File: config.mk
export PLATFORM = sky130hd
export DESIGN_NAME = uart_rx_controller
export DESIGN_NICKNAME = d
export VERILOG_FILES = /design/src/rtl/uart_rx_controller.sv
export SDC_FILE = /design/constraint.sdc
export NUM_CORES = 1
export LEC_CHECK = 0
export CELL_PAD_IN_SITES_DETAIL_PLACEMENT = 0
export CELL_PAD_IN_SITES_GLOBAL_PLACEMENT = 1
export CORE_MARGIN = 2
export CORE_UTILIZATION = 40
export DETAILED_ROUTE_END_ITERATION = 7
export PLACE_DENSITY_LB_ADDON = 0.1
export REMOVE_ABC_BUFFERS = 1
export SLEW_MARGIN = 5
export SYNTH_ARGS = -nofsm -noshare
export SYNTH_HDL_FRONTEND = slang
export SYNTH_SLANG_ARGS = --single-unit
File: constraint.sdc
create_clock -name CLK -period 3.9 [get_ports CLK]
set_clock_uncertainty 0.15 [all_clocks]
set_input_delay 0.975 -clock CLK [delete_from_list [all_inputs] [get_ports CLK]]
set_output_delay 0.975 -clock CLK [all_outputs]
set_load 0.005 [all_outputs]
File: src/rtl/uart_rx_controller.sv
// UART receive sequencer: counts oversampling edges and frame bits, strobes the
// sampler/deserializer/checkers, and reports one result pulse per completed frame.
module uart_rx_controller #(
    parameter int unsigned Data_width = 8
) (
    input  logic       CLK,
    input  logic       RST,
    input  logic       RX_IN,
    input  logic       PAR_EN,
    input  logic [5:0] Prescale,
    input  logic       strt_glitch,
    input  logic       par_err,
    input  logic       stp_err,
    output logic [5:0] edge_cnt,
    output logic [3:0] bit_cnt,
    output logic       dat_samp_en,
    output logic       deserializer_enable,
    output logic       strt_chk_en,
    output logic       par_chk_en,
    output logic       stp_chk_en,
    output logic       data_valid,
    output logic       par_err_o,
    output logic       stp_err_o
);

    typedef enum logic [2:0] {IDLE, START, DATA, PARITY, STOP} state_t;

    localparam logic [3:0] LastData = 4'(Data_width);

    state_t     state, state_nxt;
    logic [5:0] edge_nxt;
    logic [3:0] bit_nxt;
    logic       par_en_q;
    logic [5:0] prescale_q;
    logic       frame_err, frame_err_nxt;
    logic       dv_nxt, pe_nxt, se_nxt;
    logic       bit_end;

    always_ff @(posedge CLK or negedge RST) begin
        if (!RST) begin
            state      <= IDLE;
            edge_cnt   <= '0;
            bit_cnt    <= '0;
            par_en_q   <= 1'b0;
            prescale_q <= '0;
            frame_err  <= 1'b0;
            data_valid <= 1'b0;
            par_err_o  <= 1'b0;
            stp_err_o  <= 1'b0;
        end else begin
            state      <= state_nxt;
            edge_cnt   <= edge_nxt;
            bit_cnt    <= bit_nxt;
            frame_err  <= frame_err_nxt;
            data_valid <= dv_nxt;
            par_err_o  <= pe_nxt;
            stp_err_o  <= se_nxt;
            if (state == IDLE) begin
                par_en_q   <= PAR_EN;
                prescale_q <= Prescale;
            end
        end
    end

    always_comb begin
        state_nxt           = state;
        edge_nxt            = edge_cnt;
        bit_nxt             = bit_cnt;
        frame_err_nxt       = frame_err;
        dv_nxt              = 1'b0;
        pe_nxt              = 1'b0;
        se_nxt              = 1'b0;
        strt_chk_en         = 1'b0;
        deserializer_enable = 1'b0;
        par_chk_en          = 1'b0;
        stp_chk_en          = 1'b0;
        dat_samp_en         = (state != IDLE);
        bit_end             = (edge_cnt == prescale_q - 6'd1);

        if (state != IDLE) begin
            edge_nxt = bit_end ? '0 : edge_cnt + 6'd1;
            if (bit_end)
                bit_nxt = bit_cnt + 4'd1;
        end

        case (state)
            IDLE: begin
                edge_nxt = '0;
                bit_nxt  = '0;
                // The IDLE cycle that sees the line low is edge 0 of the start bit,
                // so a frame occupies exactly (2+Data_width+PAR_EN)*Prescale cycles.
                if (!RX_IN) begin
                    state_nxt = START;
                    edge_nxt  = 6'd1;
                end
            end
            START: begin
                if (bit_end) begin
                    strt_chk_en = 1'b1;
                    if (strt_glitch) begin
                        state_nxt = IDLE;
                        edge_nxt  = '0;
                        bit_nxt   = '0;
                    end else begin
                        state_nxt = DATA;
                    end
                end
            end
            DATA: begin
                if (bit_end) begin
                    deserializer_enable = 1'b1;
                    if (bit_cnt == LastData)
                        state_nxt = par_en_q ? PARITY : STOP;
                end
            end
            PARITY: begin
                if (bit_end) begin
                    par_chk_en = 1'b1;
                    state_nxt  = STOP;
                    if (par_err)
                        frame_err_nxt = 1'b1;
                end
            end
            STOP: begin
                if (bit_end) begin
                    stp_chk_en    = 1'b1;
                    state_nxt     = IDLE;
                    edge_nxt      = '0;
                    bit_nxt       = '0;
                    frame_err_nxt = 1'b0;
                    if (stp_err)
                        se_nxt = 1'b1;
                    else if (frame_err)
                        pe_nxt = 1'b1;
                    else
                        dv_nxt = 1'b1;
                end
            end
            default: begin
                state_nxt = IDLE;
                edge_nxt  = '0;
                bit_nxt   = '0;
            end
        endcase
    end

endmodule

### Yosys cells after proc, flatten, opt, wreduce, memory -nomap -nowiden

Cells that the tools add are included.

* add/sub/neg operators: 3
* $mul: 0
* divide/modulo/power cells: 0
* order comparisons: 0
* equal/unequal tests: 13
* shifts and indexed selects: 0
* multiplexer cells: 42
* bitwise logic cells: 0
* reduce and logical (&&, ||, !) cells: 6

Operators with widths (count)
* $mux W6: 5
* $pmux W6 S4: 1
* $mux W3: 7
* $mux W1: 20
* $mux W4: 5
* $pmux W3 S5: 1
* $ne A2 B2 Y1 const B: 7
* $pmux W4 S3: 1
* $add A6 B1 Y6 const B: 1
* $eq A3 B2 Y1 const B: 2
* $eq A6 B6 Y1: 1
* $reduce_and A6 Y1: 1
* $sub A6 B1 Y6 const B: 1
* $add A4 B1 Y4 const B: 1
* $eq A4 B4 Y1 const B: 1
* $reduce_and A4 Y1: 1
* $eq A3 B1 Y1 const B: 1
* $eq A3 B3 Y1 const B: 1
* $logic_not A3 Y1: 1
* $reduce_bool A3 Y1: 1
* $mux W2: 1
* $pmux W1 S2: 1
* $reduce_bool A2 Y1: 1
* $reduce_or A2 Y1: 1

* register bits: 24
* bits in latches: 0
* memory bits (writable): 0
* ROM bits: 0
* input port bits: 13
* word-level logic and storage cells: 73
* memories kept: 0

### Depth between registers and ports, before layout

Gate-level depths: netlist (run 1).

* depth after elaboration: 7
* mapped depth: 11

### Worst setup path before layout (run 1)

Ideal clock, no wire load.

* path kind: register to output
* from: register prescale_q[0]
* to: output strt_chk_en
* arrival time: 1.941 ns
* slack: 0.834 ns
* stages on the path, launching flop included: 10
* path buffers: 1
* cell sequence: dfrtp_1 inv_1 ha_1 nand2b_4 o21a_1 or4b_4 nor2_2 inv_2 buf_6 nor4_1

* cells in the longest elaborated chain, start to end: 4

RTL lines
* from (decl): line 34 `logic [5:0] prescale_q;`
* from (signal assigned): line 60 `prescale_q <= Prescale;`
* $sub A6 B1 Y6: line 78 `bit_end = (edge_cnt == prescale_q - 6'd1);`
* $eq A6 B6 Y1: line 78
* $mux W1: line 98 `if (bit_end) begin`
* $mux W1: line 86 `case (state)`
* to (decl): line 18 `output logic strt_chk_en,`

Every way passes these cells.

### Worst setup path after layout (run 1)

* from: register prescale_q[0]
* to: output deserializer_enable

* cells in the longest elaborated chain, start to end: 4

RTL lines
* $sub A6 B1 Y6: line 78
* $eq A6 B6 Y1: line 78
* $mux W1: line 110 `if (bit_end) begin`
* $mux W1: line 86
* to (decl): line 17 `output logic deserializer_enable,`

Every way passes these cells.

==> results by group, run 1 <==
Clock tree
  • Clock-pin slew on the worst setup and hold paths: around 130 ps
  • Number of levels in the clock H-tree: 1
  • Number of buffers added by the clock tree synthesis step: 3
  • Num Clock Sinks: 24
  • Worst-skew pair later-pin latency: about 310 ps
  • Root buffer selected by CTS: clkbuf_4
  • Post-CTS Hold Buffers: 0
  • TritonCTS clock tree: done
  • Number of buffers on the longest clock path: 2

GRT
  • Pin count of the biggest net entering global routing: 25
  • Vias in the first global route: 1,063
  • Total overflow reported by the global router: 0
  • Wire length of the first global-routing pass: 4710 um
  • Global Route Usage Sum: between 10% and 20%
  • Number of antenna violations at the first check in global routing: 0

Floorplanning
  • Floorplan die width: just over 60 um
  • Area of the core: 3080 sq um
  • I/O pin count: 31
  • Die boundary height: 61.3 um
  • Starting density of the core: a little over two fifths
  • Die Footprint: approximately 3800 sq um
  • Rows: 20

Synth
  • Synthesis-stage register bit count: 24
  • Yosys top cell by area: dfrtp_1
  • Number of warning messages in the yosys log: 0
  • Largest cells by area after synthesis: dfrtp_1, ha_1, xor2_1, mux2_2, inv_1
  • Area share of the leading cell type in the synthesized netlist: a little under half
  • Share of the synthesized area in compound gates (AO/OA/AOI/OAI): about an eighth
  • Combinational family with the most area after synthesis: simple AND/OR/NAND/NOR gates
  • Part of the Yosys area used for sequential elements: 45.8%
  • Number of synthesized flops with an enable pin: 0
  • Multiplexer share of the synthesized area: under 10%
  • Main synth FF type: dfrtp_1
  • Xor-xnor portion of the synthesized cell area: approximately 6.7%
  • Number of distinct standard cells referenced by the synthesized netlist: 40
  • Avg Cell Area, Syn: slightly below 10 sq um
  • Synthesized instance count: ~130
  • Post-synth design cell area: 1310 sq um
  • Async SR Flop Fraction: between 90% and 100%
  • Adder-cell area share of the yosys netlist: under 10%
  • Simple-gate share of the synthesized area: just over 20%

Finish
  • Register Area: approximately 600 sq um
  • Ant diodes: 0
  • Fin util: 56.7%
  • Layout overhead on the synthesized area: 33.1%
  • Most used cells in the layout excluding fill and tap cells: clkdlybuf4s50_1, dfrtp_1, inv_1, nor2_1, nand2_1
  • Fraction of final layout cells with drive strength greater than 1: around 16%
  • Post-Layout Cell Count: approximately 210
  • Fillers: around 290
  • Leading cell type in the layout, fill and taps excluded: clkdlybuf4s50_1
  • Final #Nets: 190
  • Area occupied by multi-input gates: around 670 sq um

Drt
  • Routed wire length: a little under 3000 um
  • Top layer in use: met4
  • Detailed-route vias per instance: roughly 5.3
  • Met1 WL: about 1300 um
  • Routed WL per cell: ~14 um
  • DR DRC count: 0
  • Iteration-0 DRC count of the detailed router: 42
  • Pre-Repair DR Iteration Count: 4
  • Met2 Routed Length: about 1400 um
  • Vias post-DR: between 1,000 and 1,500
  • Detailed-routed wire length on met3: approximately 140 um
  • Number of nets with antenna violations after routing: 0

STA
  • Final period util: a little over nine tenths
  • Worst hold slack after final layout: between 200 and 300 ps
  • Fmax achieved: approximately 270 MHz
  • Slew at the pin with the worst max-slew slack: 614 ps
  • RSZ-0062 raised after global routing: no
  • Count of final setup violators: 0
  • Number of slew-limit violations in the final report: 0
  • Final critical delay including setup and external delays: ~3700 ps
  • Final Hold Fails: 0
  • Final sum of negative setup slack: 0 ps
  • Headroom to the max-slew limit: 58.8%

Worst setup path
  • Register-to-Register Setup Slack: 1280 ps
  • Critical path data required time: 2770 ps
  • Worst-case reg-to-reg path depth: 10
  • Kind of end point of the critical path: primary output
  • Crit Path Max Fanout: 11
  • Critical path arrival: roughly 2500 ps
  • Startpoint of the lowest-slack register-to-register path: prescale_q[0]
  • Worst reg2reg path endpoint: bit_cnt[0]
  • Category of the critical setup timing path: reg -> out
  • Launching element type of the critical path: flip-flop

Power
  • Leakage: roughly 0.8 nW
  • Net switching power of the design: between 400 and 500 uW
  • Combinational fraction of design power: 54.3%
  • P per Cell Area: 685 nW/um^2
  • Relative contribution of sequential cells to total power: 36.8%
  • Switching share of power: 41.1%
  • Part of the total power dissipated in the clock network: about 9%
  • Post-layout power: between 1 and 1.5 mW
  • Maximum resistive drop on vdd: 0.000243 V
  • Internal portion of total power: approximately 700 uW

Flow run
  • Max-capacitance violation count: 0

Placed design
  • Routability congestion estimate: 0.791
  • IO Port Bufs: 30
  • Post-Place Cells: around 210
  • Hpwl dp: ~2100 um

Min path
  • Hold Path Stages: 1
  • Beginning of the worst hold path: frame_err
  • Hold Crit Endpoint: data_valid
  • Min-Delay Path Class: reg -> reg

Outcome
  • Run status: complete, no violations
## metal layers
layer / global-route usage [%] / vias up
li1: - / 547
met1: 21.9 / 542
met2: 28.4 / 33
met3: 2.94 / 2
met4: 7.14 / 0
met5: 0 / -
## kinds of logic (layout without fill, tap and decap cells)
kind of cell / after synthesis / count (layout)
flip-flops: 24 / 24
multiplexers: 5 / 5
XOR/XNOR: 10 / 10
adder cells (fa/ha/maj): 5 / 5
AO/OA/AOI/OAI: 25 / 25
AND/OR/NAND/NOR: 49 / 49
buffers and inverters: 15 / 52
## through the flow
step                worst slack [ps]  cell area, sq um
CTS                             72.8              1710
detailed placement               283              1670
finish                           236              1750
global placement                 358              1670
floorplan                        910              1290
global route                    68.4              1750
## timing repair
action / CTS / global route
gates resized for setup: 6 / 3
buffers inserted: 1 / 4
pin swaps: 0 / 1
setup endpoints to repair: 3 / 1
## power by group through the flow
stage               registers (mW)  clock network, mW  logic, mW
finish                       0.440              0.107      0.649
CTS                          0.439              0.113      0.616
global placement             0.444                  0      0.584
floorplan                    0.420                  0      0.397
detailed placement           0.445                  0      0.593
global route                 0.453              0.123      0.710
## cell usage after synthesis (4+ instances only)
library cell  number
dfrtp_1           24
inv_1             10
nand2_1            9
mux2_2             5
nor2_1             9
xor2_1             7
nand3_1            6
nor3_1             6
nor4_1             4
ha_1               5
o22ai_1            4
o21ai_0            6
and3_1             4
## state kept, by name, summed over array words and instances (netlist names)
register and count:
edge_cnt 6, stp_err_o 1, data_valid 1, frame_err 1, prescale_q 6, state 3, bit_cnt 4, par_err_o 1
par_en_q 1
## worst max path at each step
stage	from	endpoint	slack, ps	depth (start not counted)
2_1_floorplan	prescale_q[0]	strt_chk_en	910	8
3_3_place_gp	prescale_q[0]	strt_chk_en	360	9
3_5_place_dp	prescale_q[0]	par_chk_en	280	9
4_1_cts	prescale_q[0]	stp_chk_en	70	9
5_1_grt	prescale_q[0]	strt_chk_en	70	9
6_report	prescale_q[0]	deserializer_enable	240	9
## critical path: stages, from the launching register on
cell           delay, ps
dfrtp_1              400
inv_1                 70
ha_2                 310
xor2_1               150
nand2_1               90
or4b_4               520
nor2_4               160
inv_4                 80
nor3_1               200
dlygate4sd2_1        260
## final cells by class
class	instances	share of cell area (%)
tap	44	3.15
timing repair buffer	38	20.6
inverter	11	2.51
multi-input combinational	94	38.1
sequential	24	34.4
clock buffer	3	1.29
Power figures use the tool's default switching activity.
==> run 2: changes to the inputs <==
HOLD_SLACK_MARGIN = 0.02   (was unset)
SLEW_MARGIN = 10   (was 5)
==> results of run 2 <==
Final layout, timing and power as in run 1 (identical DEF).
==> run 3: changes to the inputs <==
CAP_MARGIN = 20   (was unset)
CORE_ASPECT_RATIO = 1.1   (was unset)
==> run 3 against run 2 <==
- the flow now finishes with violations (design-rule violations)
- die area barely moved
- final cell count decreased by 4.7%
- setup slack got worse by 100 ps
- hold slack better by 8.7 ps
- total power increased by 7.9%
- register-to-register slack better by 30 ps
- clock power up 68%
- sequential power barely moved
- count of clock-buffer cells in the layout stayed put
- combinational power is 3% higher
- global-route usage is 1.4 points higher
- sequential share of layout area shrank 0.37 points
- largest cell class unchanged
- largest power group unchanged
==> results by group, run 3 (synthesis gave the netlist of run 1 again) <==
Outcome
  • Run status: complete, but fails checks
  • Violated checks: design-rule violations

Finish
  • Most used cells in the layout excluding fill and tap cells: clkdlybuf4s50_1, dfrtp_1, nor2_1, nand2_1, inv_1
  • Layout overhead on the synthesized area: 34.5%
  • Area occupied by multi-input gates: 677 sq um (+1.7%)
  • Regs by FF count: edge_cnt: 6 flops, prescale_q: 6 flops, bit_cnt: 4 flops
  • Fillers: 283 (-3.4%)
  • Register Area: 601 sq um (unchanged)
  • Leading cell type in the layout, fill and taps excluded: clkdlybuf4s50_1
  • Final #Nets: 189 (-0.53%)
  • Fin util: 56.9% (+0.19 points)
  • Ant diodes: 0 (unchanged)
  • Post-Layout Cell Count: 204 (-4.7%)
  • Final non-filler cell area: 1770 sq um (+1.1%)
  • Fraction of final layout cells with drive strength greater than 1: 16.5% (+0.59 points)

Min path
  • Beginning of the worst hold path: frame_err
  • Hold Crit Endpoint: data_valid
  • Hold Path Stages: 1 (unchanged)
  • Min-Delay Path Class: reg -> reg

GRT
  • Wire length of the first global-routing pass: 5380 um (+14%)
  • Number of antenna violations at the first check in global routing: 0 (unchanged)
  • Pin count of the biggest net entering global routing: 25 (unchanged)
  • Global Route Usage Sum: 18.5% (+1.4 points)
  • Vias in the first global route: 1,161 (+9.2%)
  • Total overflow reported by the global router: 0 (unchanged)

Floorplanning
  • Die boundary height: 64.1 um (+4.6%)
  • Floorplan die width: 58.6 um (-4.3%)
  • I/O pin count: 31 (unchanged)
  • Area of the core: 3100 sq um (+0.73%)
  • Rows: 21 (+5.0%)
  • Starting density of the core: 42.3% (-0.31 points)
  • Die Footprint: 3760 sq um (about the same)

Drt
  • Number of nets with antenna violations after routing: 0 (unchanged)
  • Routed WL per cell: 15.1 um (+9.3%)
  • Routed wire length: 3080 um (+4.2%)
  • Vias post-DR: 1,111 (-1.2%)
  • Pre-Repair DR Iteration Count: 6 (+2)
  • DR DRC count: 1 (+1)
  • Iteration-0 DRC count of the detailed router: 36 (-14%)
  • Detailed-route vias per instance: 5.45 (+3.7%)

STA
  • Slew at the pin with the worst max-slew slack: 655 ps (+40.7 ps)
  • Fmax achieved: 266 MHz (-2.7%)
  • Final critical delay including setup and external delays: 3770 ps (+102 ps)
  • Worst hold slack after final layout: 306 ps (+8.68 ps)
  • Count of final setup violators: 0 (unchanged)
  • Final Hold Fails: 0 (unchanged)
  • Final period util: 96.6% (+2.6 points)
  • Headroom to the max-slew limit: 56.0% (-2.7 points)
  • Number of slew-limit violations in the final report: 0 (unchanged)

Clock tree
  • Number of buffers added by the clock tree synthesis step: 3 (unchanged)
  • Root buffer selected by CTS: clkbuf_4
  • Clock-pin slew on the worst setup and hold paths: 140 ps (about the same)
  • Num Clock Sinks: 24 (unchanged)
  • TritonCTS clock tree: done
  • Number of levels in the clock H-tree: 1 (unchanged)
  • Worst-skew pair later-pin latency: 320 ps (about the same)
  • Number of buffers on the longest clock path: 2 (unchanged)

Placed design
  • Post-Place Cells: 196 (-4.9%)
  • IO Port Bufs: 30 (unchanged)
  • Hpwl dp: 2190 um (+2.1%)
  • Area post-placement: 1660 sq um (-0.75%)
  • Routability congestion estimate: 0.769 (-2.8%)

Flow run
  • Max-capacitance violation count: 0 (unchanged)

Worst setup path
  • Category of the critical setup timing path: reg -> out
  • Kind of end point of the critical path: primary output
  • Crit Path Max Fanout: 11 (unchanged)
  • Register-to-Register Setup Slack: 1310 ps (+30 ps)
  • Worst reg2reg path endpoint: bit_cnt[0]
  • Worst-case reg-to-reg path depth: 10 (unchanged)
  • Startpoint of the lowest-slack register-to-register path: prescale_q[1]
  • Launching element type of the critical path: flip-flop
  • Critical path arrival: 2640 ps (+100 ps)
  • Critical path data required time: 2770 ps (about the same)

Power
  • Maximum resistive drop on vdd: 0.000211 V (-13%)
  • P per Cell Area: 731 nW/um^2 (+6.7%)
  • Post-layout power: 1.29 mW (+7.9%)
  • Leakage: 0.787 nW (-1.0%)
==> run 3: cell count changes in the layout (fill, tap and decap cells not counted), sizes merged <==
cell,before,now
buf,8,7
bufinv,0,1
clkdlybuf4s50,26,27
dlymetal6s2s,1,0
==> run 3: cell type report <==
type,count,area share (%)
Multi-Input combinational cell,94,38.3
Sequential cell,24,34.0
Timing Repair Buffer,37,19.8
Inverter,11,2.48
Tap cell,34,2.41
Clock inverter,1,1.70
Clock buffer,3,1.28
==> run 3: timing repair <==
action / 4_1_cts / 5_1_grt
hold buffers: 0 / 0
endpoints found under the hold margin: 0 / 0
setup buffers: 1 / 3
setup endpoints to repair: 4 / 1
resized for setup: 5 / 6
pin swaps: 0 / 1
==> run 3: power by group <==
group	leakage (nW)	switching (mW)	total, mW	internal, mW
logic	0.458	0.323	0.668	0.344
registers	0.301	0.112	0.442	0.331
clock network	0.0279	0.0759	0.180	0.104
total	0.787	0.511	1.29	0.779
==> run 3: routing by layer <==
layer | wire length [um] | part of all wire (%) | GRT usage [%]
met1 | 1380 | 45 | 24.4
met2 | 1530 | 50 | 30.9
met3 | 133 | 4.3 | 2.83
met4 | 35 | 1.1 | 5.68
met5 | 0 | 0 | 0
==> run 3: worst max path at each step <==
stage / start / to / slack, ps / cells past startpoint
final: prescale_q[1] / stp_chk_en / 130 / 9
after global routing: prescale_q[1] / stp_chk_en / -9 / 8
after CTS: prescale_q[0] / stp_chk_en / 40 / 9
after detailed placement: prescale_q[0] / strt_chk_en / 270 / 9
after global placement: prescale_q[0] / strt_chk_en / 360 / 9
after floorplan: prescale_q[0] / strt_chk_en / 910 / 8
==> run 3: through the flow <==
stage	worst slack [ps]	setup TNS, ps
after CTS	42.4	0
after detailed placement	272	0
final	134	0
after global placement	355	0
after global routing	-8.86	-8.86
after floorplan	910	0
==> run 3: worst max-delay path, stage by stage (launching register included) <==
cell	delay, ps
dfrtp_1	400
inv_2	60
ha_4	260
xor2_1	130
nand2_1	90
or4b_4	520
nor2_4	150
inv_4	80
nor2_1	110
clkdlybuf4s50_1	510
